## config.mk

```make
export PLATFORM = sky130hd
export DESIGN_NAME = pc_fetch_unit
export DESIGN_NICKNAME = d
export VERILOG_FILES = /design/src/rtl/pc_fetch_unit.sv
export SDC_FILE = /design/constraint.sdc
export NUM_CORES = 1
export LEC_CHECK = 0
export ABC_AREA = 1
export CAP_MARGIN = 20
export CORE_UTILIZATION = 40
export DETAILED_ROUTE_END_ITERATION = 8
export PLACE_DENSITY = 0.66
export SETUP_SLACK_MARGIN = 0.02
export SLEW_MARGIN = 20
export SYNTH_ARGS = -nofsm -noshare
export SYNTH_HDL_FRONTEND = slang
export SYNTH_SLANG_ARGS = --single-unit
```

## constraint.sdc

```tcl
create_clock -name clk -period 7.8 [get_ports clk]
set_input_delay 1.56 -clock clk [delete_from_list [all_inputs] [get_ports clk]]
set_output_delay 1.56 -clock clk [all_outputs]
set_load 0.02 [all_outputs]
```

## src/rtl/pc_fetch_unit.sv

```systemverilog
`default_nettype none
// ============================================================================
// Module      : pc_fetch_unit
// Description : Sequential instruction fetch front end. Holds the PC, issues
//               req/ack fetches to instruction memory (one outstanding at a
//               time), buffers returned words in a DEPTH-entry FIFO and hands
//               them to decode over valid/ready. Redirects flush the FIFO.
// Options     : FETCH_MISALIGN_CHK_EN - adds fetch_misalign_o; a misaligned
//               PC parks the fetcher until the next redirect.
// Revision    : 1.0 - initial release
// ============================================================================
module pc_fetch_unit #(
  parameter logic [31:0] RESET_PC = 32'h0000_0000,
  parameter logic [31:0] PC_STEP  = 32'd4,
  parameter int          DEPTH    = 2
) (
  input  logic        clk,
  input  logic        rst,
  input  logic        redirect_i,
  input  logic [31:0] redirect_pc_i,
  output logic        imem_req_o,
  output logic [31:0] imem_addr_o,
  input  logic        imem_ack_i,
  input  logic [31:0] imem_rdata_i,
  output logic        if_valid_o,
  input  logic        if_ready_i,
  output logic [31:0] if_instr_o,
  output logic [31:0] if_pc_o,
  output logic [31:0] if_pcplus_o
`ifdef FETCH_MISALIGN_CHK_EN
  ,
  output logic        fetch_misalign_o
`endif
);

  localparam int c_PTR_W = $clog2(DEPTH);
  localparam int c_CNT_W = $clog2(DEPTH + 1);

  typedef enum logic [1:0] {
    S_IDLE = 2'd0,
    S_REQ  = 2'd1,
    S_DROP = 2'd2
  } state_t;

  state_t               r_state;
  state_t               w_state_nxt;
  logic [31:0]          r_pc;
  logic [31:0]          r_drop_addr;
  logic [c_PTR_W-1:0]   r_wr_ptr;
  logic [c_PTR_W-1:0]   r_rd_ptr;
  logic [c_CNT_W-1:0]   r_count;
  logic [c_CNT_W-1:0]   w_count_after;
  logic [31:0]          r_mem_pc    [DEPTH];
  logic [31:0]          r_mem_instr [DEPTH];
  logic                 w_push;
  logic                 w_pop;
  logic                 w_full;
  logic                 w_misalign;
  logic                 w_park;
  logic                 w_set_misalign;

  assign w_full = (r_count == c_CNT_W'(DEPTH));
  assign w_pop  = (r_count != '0) && if_ready_i;
  // Occupancy after a push this cycle, used to decide whether to keep fetching.
  assign w_count_after = r_count + c_CNT_W'(1) - c_CNT_W'(w_pop);

`ifdef FETCH_MISALIGN_CHK_EN
  logic r_misalign;

  assign w_misalign       = (r_pc[1:0] != 2'b00);
  assign w_park           = r_misalign;
  assign fetch_misalign_o = r_misalign;

  // Sticky misalignment flag, cleared only by a redirect.
  always_ff @(posedge clk or negedge rst) begin
    if (!rst)                r_misalign <= 1'b0;
    else if (redirect_i)     r_misalign <= 1'b0;
    else if (w_set_misalign) r_misalign <= 1'b1;
  end
`else
  assign w_misalign = 1'b0;
  assign w_park     = 1'b0;
`endif

  // State register.
  always_ff @(posedge clk or negedge rst) begin
    if (!rst) r_state <= S_IDLE;
    else      r_state <= w_state_nxt;
  end

  // Next-state logic, request strobe and push decision.
  always_comb begin
    w_state_nxt    = r_state;
    imem_req_o     = 1'b0;
    w_push         = 1'b0;
    w_set_misalign = 1'b0;
    case (r_state)
      S_IDLE: begin
        // A redirect flushes the FIFO, so a slot is always free afterwards.
        if (redirect_i)               w_state_nxt = S_REQ;
        else if (!w_full && !w_park)  w_state_nxt = S_REQ;
      end
      S_REQ: begin
        imem_req_o = !w_misalign;
        if (redirect_i) begin
          // Only a request still in flight needs its returning word discarded.
          w_state_nxt = (imem_ack_i || w_misalign) ? S_REQ : S_DROP;
        end else if (w_misalign) begin
          w_set_misalign = 1'b1;
          w_state_nxt    = S_IDLE;
        end else if (imem_ack_i) begin
          w_push      = 1'b1;
          w_state_nxt = (w_count_after < c_CNT_W'(DEPTH)) ? S_REQ : S_IDLE;
        end
      end
      S_DROP: begin
        imem_req_o = 1'b1;
        if (imem_ack_i) w_state_nxt = S_REQ;
      end
      default: w_state_nxt = S_IDLE;
    endcase
  end

  // During DROP the old address must stay on the bus while r_pc holds the target.
  assign imem_addr_o = (r_state == S_DROP) ? r_drop_addr : r_pc;

  // PC and the address of a request being abandoned by a redirect.
  always_ff @(posedge clk or negedge rst) begin
    if (!rst) begin
      r_pc        <= RESET_PC;
      r_drop_addr <= RESET_PC;
    end else begin
      if (redirect_i && (r_state == S_REQ) && !imem_ack_i)
        r_drop_addr <= r_pc;
      if (redirect_i)  r_pc <= redirect_pc_i;
      else if (w_push) r_pc <= r_pc + PC_STEP;
    end
  end

  // FIFO pointers and occupancy; a redirect empties the FIFO.
  always_ff @(posedge clk or negedge rst) begin
    if (!rst) begin
      r_wr_ptr <= '0;
      r_rd_ptr <= '0;
      r_count  <= '0;
    end else if (redirect_i) begin
      r_wr_ptr <= '0;
      r_rd_ptr <= '0;
      r_count  <= '0;
    end else begin
      if (w_push) r_wr_ptr <= r_wr_ptr + c_PTR_W'(1);
      if (w_pop)  r_rd_ptr <= r_rd_ptr + c_PTR_W'(1);
      r_count <= r_count + c_CNT_W'(w_push) - c_CNT_W'(w_pop);
    end
  end

  // FIFO storage; contents are only observed through the valid-gated head.
  always_ff @(posedge clk) begin
    if (w_push) begin
      r_mem_pc[r_wr_ptr]    <= r_pc;
      r_mem_instr[r_wr_ptr] <= imem_rdata_i;
    end
  end

  assign if_valid_o  = (r_count != '0);
  assign if_instr_o  = if_valid_o ? r_mem_instr[r_rd_ptr] : 32'd0;
  assign if_pc_o     = if_valid_o ? r_mem_pc[r_rd_ptr] : 32'd0;
  assign if_pcplus_o = if_valid_o ? (r_mem_pc[r_rd_ptr] + PC_STEP) : 32'd0;

endmodule
`default_nettype wire

```

==> out/metrics.yaml <==
routing:
  wl_per_cell_um: 15.4
  routed_wl_um: 26500
  ant_nets: 0
  num_vias: 8494
  drtIter0Drc: 780
  drc: 0
  viasPerCell: 4.93
  first_pass_iters: 5
final_layout:
  n_antenna_cell: 0
  final_cells: 1722
  final_core_util: 0.520
  final_nets: 1456
  layout-drive-gt1-share: 0.0754
  syn2layout_area_growth_pct: 28.0
timing:
  hold_violations: 0
  slew_headroom: 0.297
  fin_crit_sh: 0.648
  setup_viol: 0
  setup-tns-final_ps: 0
  rsz0062_at_grt: "false"
  fin_skew_ps: 14.5
  fmax_mhz: 198
  tightestPinTransition_ps: 1050
  period_needed_ps: 5060
  finalMaxSlewViolations: 0
yosys:
  synth-async-reset-ratio: 0.354
  synth_seq_cells: 198
  synth_ff_type: "edfxtp_1"
  synthCells: 1207
  ys_types: 42
  netlist_area_sq_mm: 0.0102
  synth.area.top_cells: "edfxtp_1 (38%), dfrtp_1 (17%), nand2_1 (15%)"
  ys_warn_count: 0
  seq_area_frac_synth: 0.550
  avgSynthCellArea_sq_um: 8.43
  synth_top_area_cell: "edfxtp_1"
  synth-edff-count: 128
  synth_top_area_frac: 0.378
  syn_nets: 1284
clock_tree:
  post_cts_buffers: 0
  clkTransAtPathRegs_ps: 80
  cts_inserted_buffers: 17
  h-tree-depth: 4
  cts_hold_buf: 0
  cts_tree: "built"
  clk_path_buf_depth: 2
  clockRootBuffer: "clkbuf_16"
  worstSkewPairLatency_ps: 440
  clock-sinks: 198
  ctsResizeCount: 0
job:
  drv_cap: 0
die:
  die-width_um: 162
  initial_core_util: 0.406
  io_pins: 199
  die_y_um: 162
  rows: 58
  die_area_sq_mm: 0.0261
  fp.coreArea_sq_mm: 0.0250
worst_setup_path:
  critical_path.startpoint_type: "register"
  critPathRequiredTime_ps: 6240
  critical_path_class: "reg -> out"
  path_max_fanout: 70
  arrival_ps: 3500
  worstSetupEndpointType: "primary output"
  r2r_slack_ps: 4620
grt:
  grt_pass1_vias: 7915
  grt_max_degree: 71
  grt_pass1_wl_um: 41800
  antenna_found_initial: 0
  grt_overflow_total: 0
  track_usage: 0.207
placed_design:
  gp_congestion: 0.934
  portBuffers: 198
  place.detailed.hpwl_um: 19000
  place_inst: 1690
outcome:
  status: "completed"
power:
  power_density_mw_per_mm2: 325
  leakage_nw: 5.20
  irDropWorstVdd_mv: 0.181
  total_power_mw: 4.24
worst_hold_path:
  hp-class: "reg -> reg"
cell usage after synthesis (2+ instances only):
cell type	number
a211oi_1	3
xor2_1	9
inv_1	100
nand2_2	31
nor2_1	127
dfrtp_1	70
nor3_1	10
xnor2_1	2
o211ai_1	5
nor3b_1	2
a21oi_1	54
buf_2	9
nand3_1	49
o32ai_1	2
ha_1	8
edfxtp_1	128
clkbuf_1	25
buf_6	4
inv_2	4
buf_4	3
nand4_1	8
a22oi_1	10
o22ai_1	4
o21ai_0	96
nor2_4	5
nor2_2	14
nand2_1	403
buf_1	8
kinds of logic after synthesis:
group,count (synthesis),synth area share
AND/OR/NAND/NOR,653,0.268
flip-flops,198,0.550
AO/OA/AOI/OAI,180,0.0964
buffers and inverters,157,0.0665
XOR/XNOR,11,0.00947
adder cells (fa/ha/maj),8,0.00984
area by class of cell:
class / count / area [sq um]
repair buffers: 204 / 2020
fillers: 2337 / 12000
clock inverters: 15 / 225
clock buffers: 17 / 425
multi-input cells: 852 / 3940
inverters: 106 / 405
flip-flops and latches: 198 / 5600
well taps: 330 / 413
report_power, final:
group | leakage [nW] | switching (mW) | total [mW] | internal, mW
Clock | 0.312 | 0.467 | 0.919 | 0.452
Sequential | 2.02 | 0.135 | 1.46 | 1.32
Combinational | 2.87 | 1.16 | 1.86 | 0.702
Total | 5.20 | 1.76 | 4.24 | 2.48
worst max-delay path, stage by stage, from the launching register on:
cell and delay [ps]:
dfrtp_2 420, buf_4 590, nand2_1 170, nand2_2 160, ha_1 190, nand2_1 90
inv_1 100, nand2_1 110, nor2_1 220, nand2_1 120, nand2_1 70, nor3b_2 150
clkdlybuf4s50_1 620
layer usage:
layer | share of wire | vias up | track usage
met5 | 0 | - | 0
met4 | 0.021 | 0 | 0.0695
met3 | 0.056 | 33 | 0.0311
met2 | 0.45 | 251 | 0.322
met1 | 0.47 | 3930 | 0.295
li1 | - | 4280 | -
stage by stage:
step | area (sq um) | hold slack [ps] | setup WS, ps
2_1_floorplan | 10200 | 442 | 2420
3_3_place_gp | 12400 | 453 | 3100
3_5_place_dp | 12400 | 460 | 3080
4_1_cts | 13000 | 490 | 2750
5_1_grt | 13000 | 507 | 2410
6_report | 13000 | 486 | 2740
path summary, 6_finish.rpt:
check,start,to,depth (start not counted)
hold reg to reg,r_pc[0],r_mem_pc[0][0],0
setup / recovery,r_rd_ptr,if_pcplus_o[14],12
hold / removal,r_pc[0],r_mem_pc[0][0],0
setup reg to reg,r_state[1],r_mem_pc[0][19],7
max in group asynchronous,rst,r_rd_ptr,2
min in group asynchronous,rst,r_drop_addr[29],2
state kept, by name, indices dropped and copies added, names as in the netlist:
signal	cells
r_count	2
r_drop_addr	32
r_mem_instr	64
r_mem_pc	64
r_pc	32
r_rd_ptr	1
r_state	2
r_wr_ptr	1
layout by cell type (no fill, tap or decap), types with 2 or more instances in the layout:
master             n
a211oi_1           3
inv_8              4
xor2_1             9
nor2_1           124
o21ai_0           96
clkbuf_16         17
nand2_2           31
dfrtp_1           69
ha_1               7
nor2_4             8
inv_2              4
nor2_2            14
inv_1            100
a21oi_1           54
edfxtp_1         128
o32ai_1            2
nand4_1            8
buf_4              6
inv_12             2
nor3b_1            2
xnor2_1            2
o22ai_1            4
nand3_1           48
a22oi_1           10
nor3_1            10
o211ai_1           5
clkdlybuf4s50_1  197
nand2_1          403
clkinv_8           8
(Power assumes the default switching activity.)
==> edit 1: new RTL, same settings <==
Build with the macro `FETCH_MISALIGN_CHK_EN` defined.
--- a/src/rtl/pc_fetch_unit.sv
+++ b/src/rtl/pc_fetch_unit.sv
@@ -9,6 +9,8 @@
 //               PC parks the fetcher until the next redirect.
 // Revision    : 1.0 - initial release
 // ============================================================================
+`define FETCH_MISALIGN_CHK_EN
+
 module pc_fetch_unit #(
   parameter logic [31:0] RESET_PC = 32'h0000_0000,
   parameter logic [31:0] PC_STEP  = 32'd4,
Formal check against the unedited RTL (old outputs only; new: fetch_misalign_o): not equivalent (a bounded check fails within 4 cycles, from zero or initial values and one cycle with rst low).
==> edit 1 against the original RTL <==
Utilization is 0.20 points higher; die area is 0.91% higher; sequential cell count is 1 higher; cell area is 0.97% higher; setup slack worse by 8.7 ps; non-clock buffer count is 2 higher; area after synthesis is 0.92% higher; critical path depth is 1 lower; total power is 8.7% lower; final cell count is 1.0% higher; routed wire length is 3.4% higher.
==> edit 1: results (changes against the original RTL) <==
[status]
status = completed

[hold_path]
hold_depth = 2  ; +2
min_from = r_drop_addr[26]

[route]
routedLengthMet1_um = 13020  ; +4.1%
dr_total_vias = 8628  ; +1.6%
avgViaCountPerCell = 4.959  ; +0.53%
route.met2.wl_um = 12160  ; +1.6%

[power_and_ir_drop]
vdd_drop_max_mv = 0.1801  ; -0.58%
power_leakage_nw = 5.247  ; +0.91%

[worst_setup_path]
ff2ff_path_depth = 5  ; -2
r2r_end = r_mem_pc[0][26]
r2r_setup_slack_ps = 4470  ; -150 ps

[grt]
grt_pass1_wl_um = 43100  ; +3.0%
grt_usage_pct = 21.10  ; +0.40 points
met3_usage_pct = 3.728  ; +0.62 points
grt_use_met2_pct = 32.15  ; -0.10 points
grt_pass1_vias = 8138  ; +2.8%
grt_util_met1_pct = 30.61  ; +1.1 points

[sta]
tightest_slew_ps = 938.1  ; -114.0 ps
hold_ws_ps = 492.4  ; +6.298 ps
finalCriticalPeriod_ps = 5065  ; +8.680 ps

[placement]
dp_slack_ps = 3141  ; +57.78 ps
dp_cells = 1708  ; +1.1%

[finish]
drive_gt1_share_pct = 7.660  ; +0.12 points
finalNetCount = 1474  ; +1.2%

[synth]
yosys.cell_types.count = 38  ; -9.5%
synth_common_cells = nand2_1, nor2_1, edfxtp_1, inv_1, o21ai_0
synthXorXnorAreaFrac_pct = 1.535  ; +0.59 points
synth_compound_area_share_pct = 8.017  ; -1.6 points
async_flop_share_pct = 35.68  ; +0.32 points

[edit 1: changes by cell type after synthesis, sizes merged, moves of 8 or more]
cell	unedited run	this run
a22oi	10	0
nor2	146	170
o21ai	98	84
xor2	9	17
[edit 1: power breakdown]
part / total, mW / leakage, nW / switching (mW) / internal (mW)
combinational: 1.56 / 2.90 / 0.958 / 0.601
sequential: 1.38 / 2.03 / 0.108 / 1.27
clock: 0.927 / 0.311 / 0.453 / 0.473
[edit 1: tightest hold or removal path: cells and delay by family, from the launching register on]
kind,cells,cell delay [ps]
flops,1,350
simple gates,1,50
compound gates,1,60
[edit 1: area by class of cell]
type	instances	area, um^2
flip-flops and latches	199	5622
well taps	330	412.9
repair buffers	206	2039
clock buffers	17	425.4
clock inverters	15	217.7
inverters	101	381.6
multi-input cells	872	4056
fillers	2322	12030
==> edit 2: new RTL, config.mk and constraints unchanged <==
Made on the original files. Re-encode `state_t` (3 states) as one-hot, 3 bits wide.
--- a/src/rtl/pc_fetch_unit.sv
+++ b/src/rtl/pc_fetch_unit.sv
@@ -36,10 +36,10 @@
   localparam int c_PTR_W = $clog2(DEPTH);
   localparam int c_CNT_W = $clog2(DEPTH + 1);
 
-  typedef enum logic [1:0] {
-    S_IDLE = 2'd0,
-    S_REQ  = 2'd1,
-    S_DROP = 2'd2
+  typedef enum logic [2:0] {
+    S_IDLE = 3'b001,
+    S_REQ  = 3'b010,
+    S_DROP = 3'b100
   } state_t;
 
   state_t               r_state;
Behaviour: same outputs for any inputs over 4 cycles, from zero or initial values and one cycle with rst low; so few cycles prove little.
==> edit 2 against the original RTL <==
Sequential power fell by 3%; clock power fell by 1%; area after synthesis fell by 1.1%; routed wire length about the same; sequential cell count increased by 1; cell area shrank 0.48%; maximum frequency shrank 3.0%; total power fell by 11%; clock skew fell by 5.2 ps; register-to-register slack improved by 430 ps; combinational power is 22% lower; setup slack worse by 160 ps; global-route usage grew 0.23 points; critical path type unchanged; critical endpoint is now if_pcplus_o[16]; highest routed layer unchanged.
==> edit 2: results (changes against the original RTL) <==
[finish]
finalNetCount = 1445  ; -0.76%
num_antenna_cells = 0  ; unchanged
largestRegisters = r_mem_instr: 64 flops, r_mem_pc: 64 flops
drive_gt1_share_pct = 7.365  ; -0.18 points
final.fill_count = 2240  ; -4.2%

[grt]
grt_util_met1_pct = 30.51  ; +1.0 points
grt_pass1_vias = 8008  ; +1.2%
grt_start_max_net_pins = 72  ; +1.4%
met3_usage_pct = 3.564  ; +0.46 points
grt_use_met2_pct = 31.44  ; -0.80 points
grt_usage_pct = 20.93  ; +0.23 points
grt_pass1_wl_um = 42140  ; +0.71%
antenna_found_initial = 0  ; unchanged

[clock_network]
h-tree-depth = 4  ; unchanged
path_clk_slew_ps = 80  ; about the same
hold_buffers = 0  ; unchanged
clockBufferDepth = 2  ; unchanged
clock-root-buffer = clkbuf_16

[worst_setup_path]
critPathSlowestCell = clkdlybuf4s50_1
ff2ff_path_depth = 6  ; -1
crit_arrival_ps = 3650  ; +150 ps
r2r_setup_slack_ps = 5050  ; +430 ps
worstPathMaxFanout = 68  ; -2.9%
startpoint = r_rd_ptr
reg2reg_from = r_state[0]
slowest_delay_ps = 630
r2r_end = r_mem_pc[1][3]
crit_end = if_pcplus_o[16]

[sta]
skew_ps = 9.292  ; -5.241 ps
tightest_slew_ps = 958.0  ; -94.08 ps

[synth]
yosys_warnings = 0  ; unchanged
synth_common_cells = nand2_1, nor2_1, edfxtp_1, inv_1, o21ai_0
synth_edf_count = 128  ; unchanged
synthesis.nets = 1266  ; -1.4%
async_flop_share_pct = 35.68  ; +0.32 points
yosys.cell_types.count = 36  ; -14%
netlist_top_cells_area = edfxtp_1, dfrtp_1, nand2_1
yosysSeqAreaShare_pct = 55.88  ; +0.90 points

[hold_path]
min_from = r_pc[1]
hold_class = flip-flop to flip-flop

[power_and_ir_drop]
p_int_mw = 2.314  ; -6.5%
clk-power_uw = 910  ; -1%
power_leakage_nw = 5.091  ; -2.1%
vdd_drop_max_mv = 0.1606  ; -11%
seqPwrFrac_pct = 37.5  ; +3.1 points

[route]
dr_total_vias = 8484  ; -0.12%
finalWirelength_um = 26510  ; about the same
drtPass1Iterations = 8  ; +3
drt_iter0_markers = 757  ; -2.9%

[placement]
dpl-instance-area_um2 = 12280  ; -0.71%
gp_congestion = 0.9293  ; -0.51%
portBuffers = 198  ; unchanged
hpwlAfterDp_um = 19060  ; +0.48%

[status]
status = completed

-- edit 2: worst min-delay path by stage --
stage | to | slack, ps | depth (start not counted)
floorplan | r_mem_pc[0][0] | 440 | 0
global placement | r_mem_pc[0][1] | 450 | 0
detailed placement | r_mem_pc[1][1] | 450 | 0
CTS | r_mem_pc[1][1] | 480 | 0
global route | r_mem_pc[1][1] | 490 | 0
finish | r_mem_pc[1][1] | 470 | 0
-- edit 2: area by class of cell --
type / count / area [um^2] / share of cell area (%)
multi-input combinational: 845 / 3826 / 29.51
clock buffer: 17 / 425.4 / 3.281
timing repair buffer: 210 / 2100 / 16.19
tap: 324 / 405.4 / 3.127
clock inverter: 15 / 210.2 / 1.621
sequential: 199 / 5623 / 43.37
inverter: 99 / 376.6 / 2.905
-- edit 2: logic make-up (layout without fill, tap and decap cells) --
kind of cell	count (synthesis)	after routing	share of synthesized area [%]
adder cells (fa/ha/maj)	4	4	0.4975
buffers and inverters	149	341	6.306
XOR/XNOR	18	18	1.567
flip-flops	199	199	55.88
AND/OR/NAND/NOR	656	656	26.73
AO/OA/AOI/OAI	167	167	9.017
-- edit 2: per-stage QoR --
stage | util, % | worst slack (ps) | hold slack (ps) | power, mW | std cells
3_5_place_dp | 50.21 | 2957 | 452.4 | 2.905 | 1675
6_report | 53.01 | 2586 | 472.2 | 3.792 | 1709
2_1_floorplan | - | 2447 | 442.1 | 2.277 | 1193
3_3_place_gp | 50.21 | 2999 | 450.3 | 2.886 | 1675
4_1_cts | 52.81 | 2595 | 476.3 | 3.816 | 1707
5_1_grt | 53.01 | 2370 | 492.8 | 4.016 | 1709
-- edit 2: layer usage --
layer / vias to the layer above / share of wire, %
met2: 263 / 44
met5: - / 0
met4: 0 / 2.2
met1: 3942 / 49
met3: 42 / 5.4
li1: 4237 / -
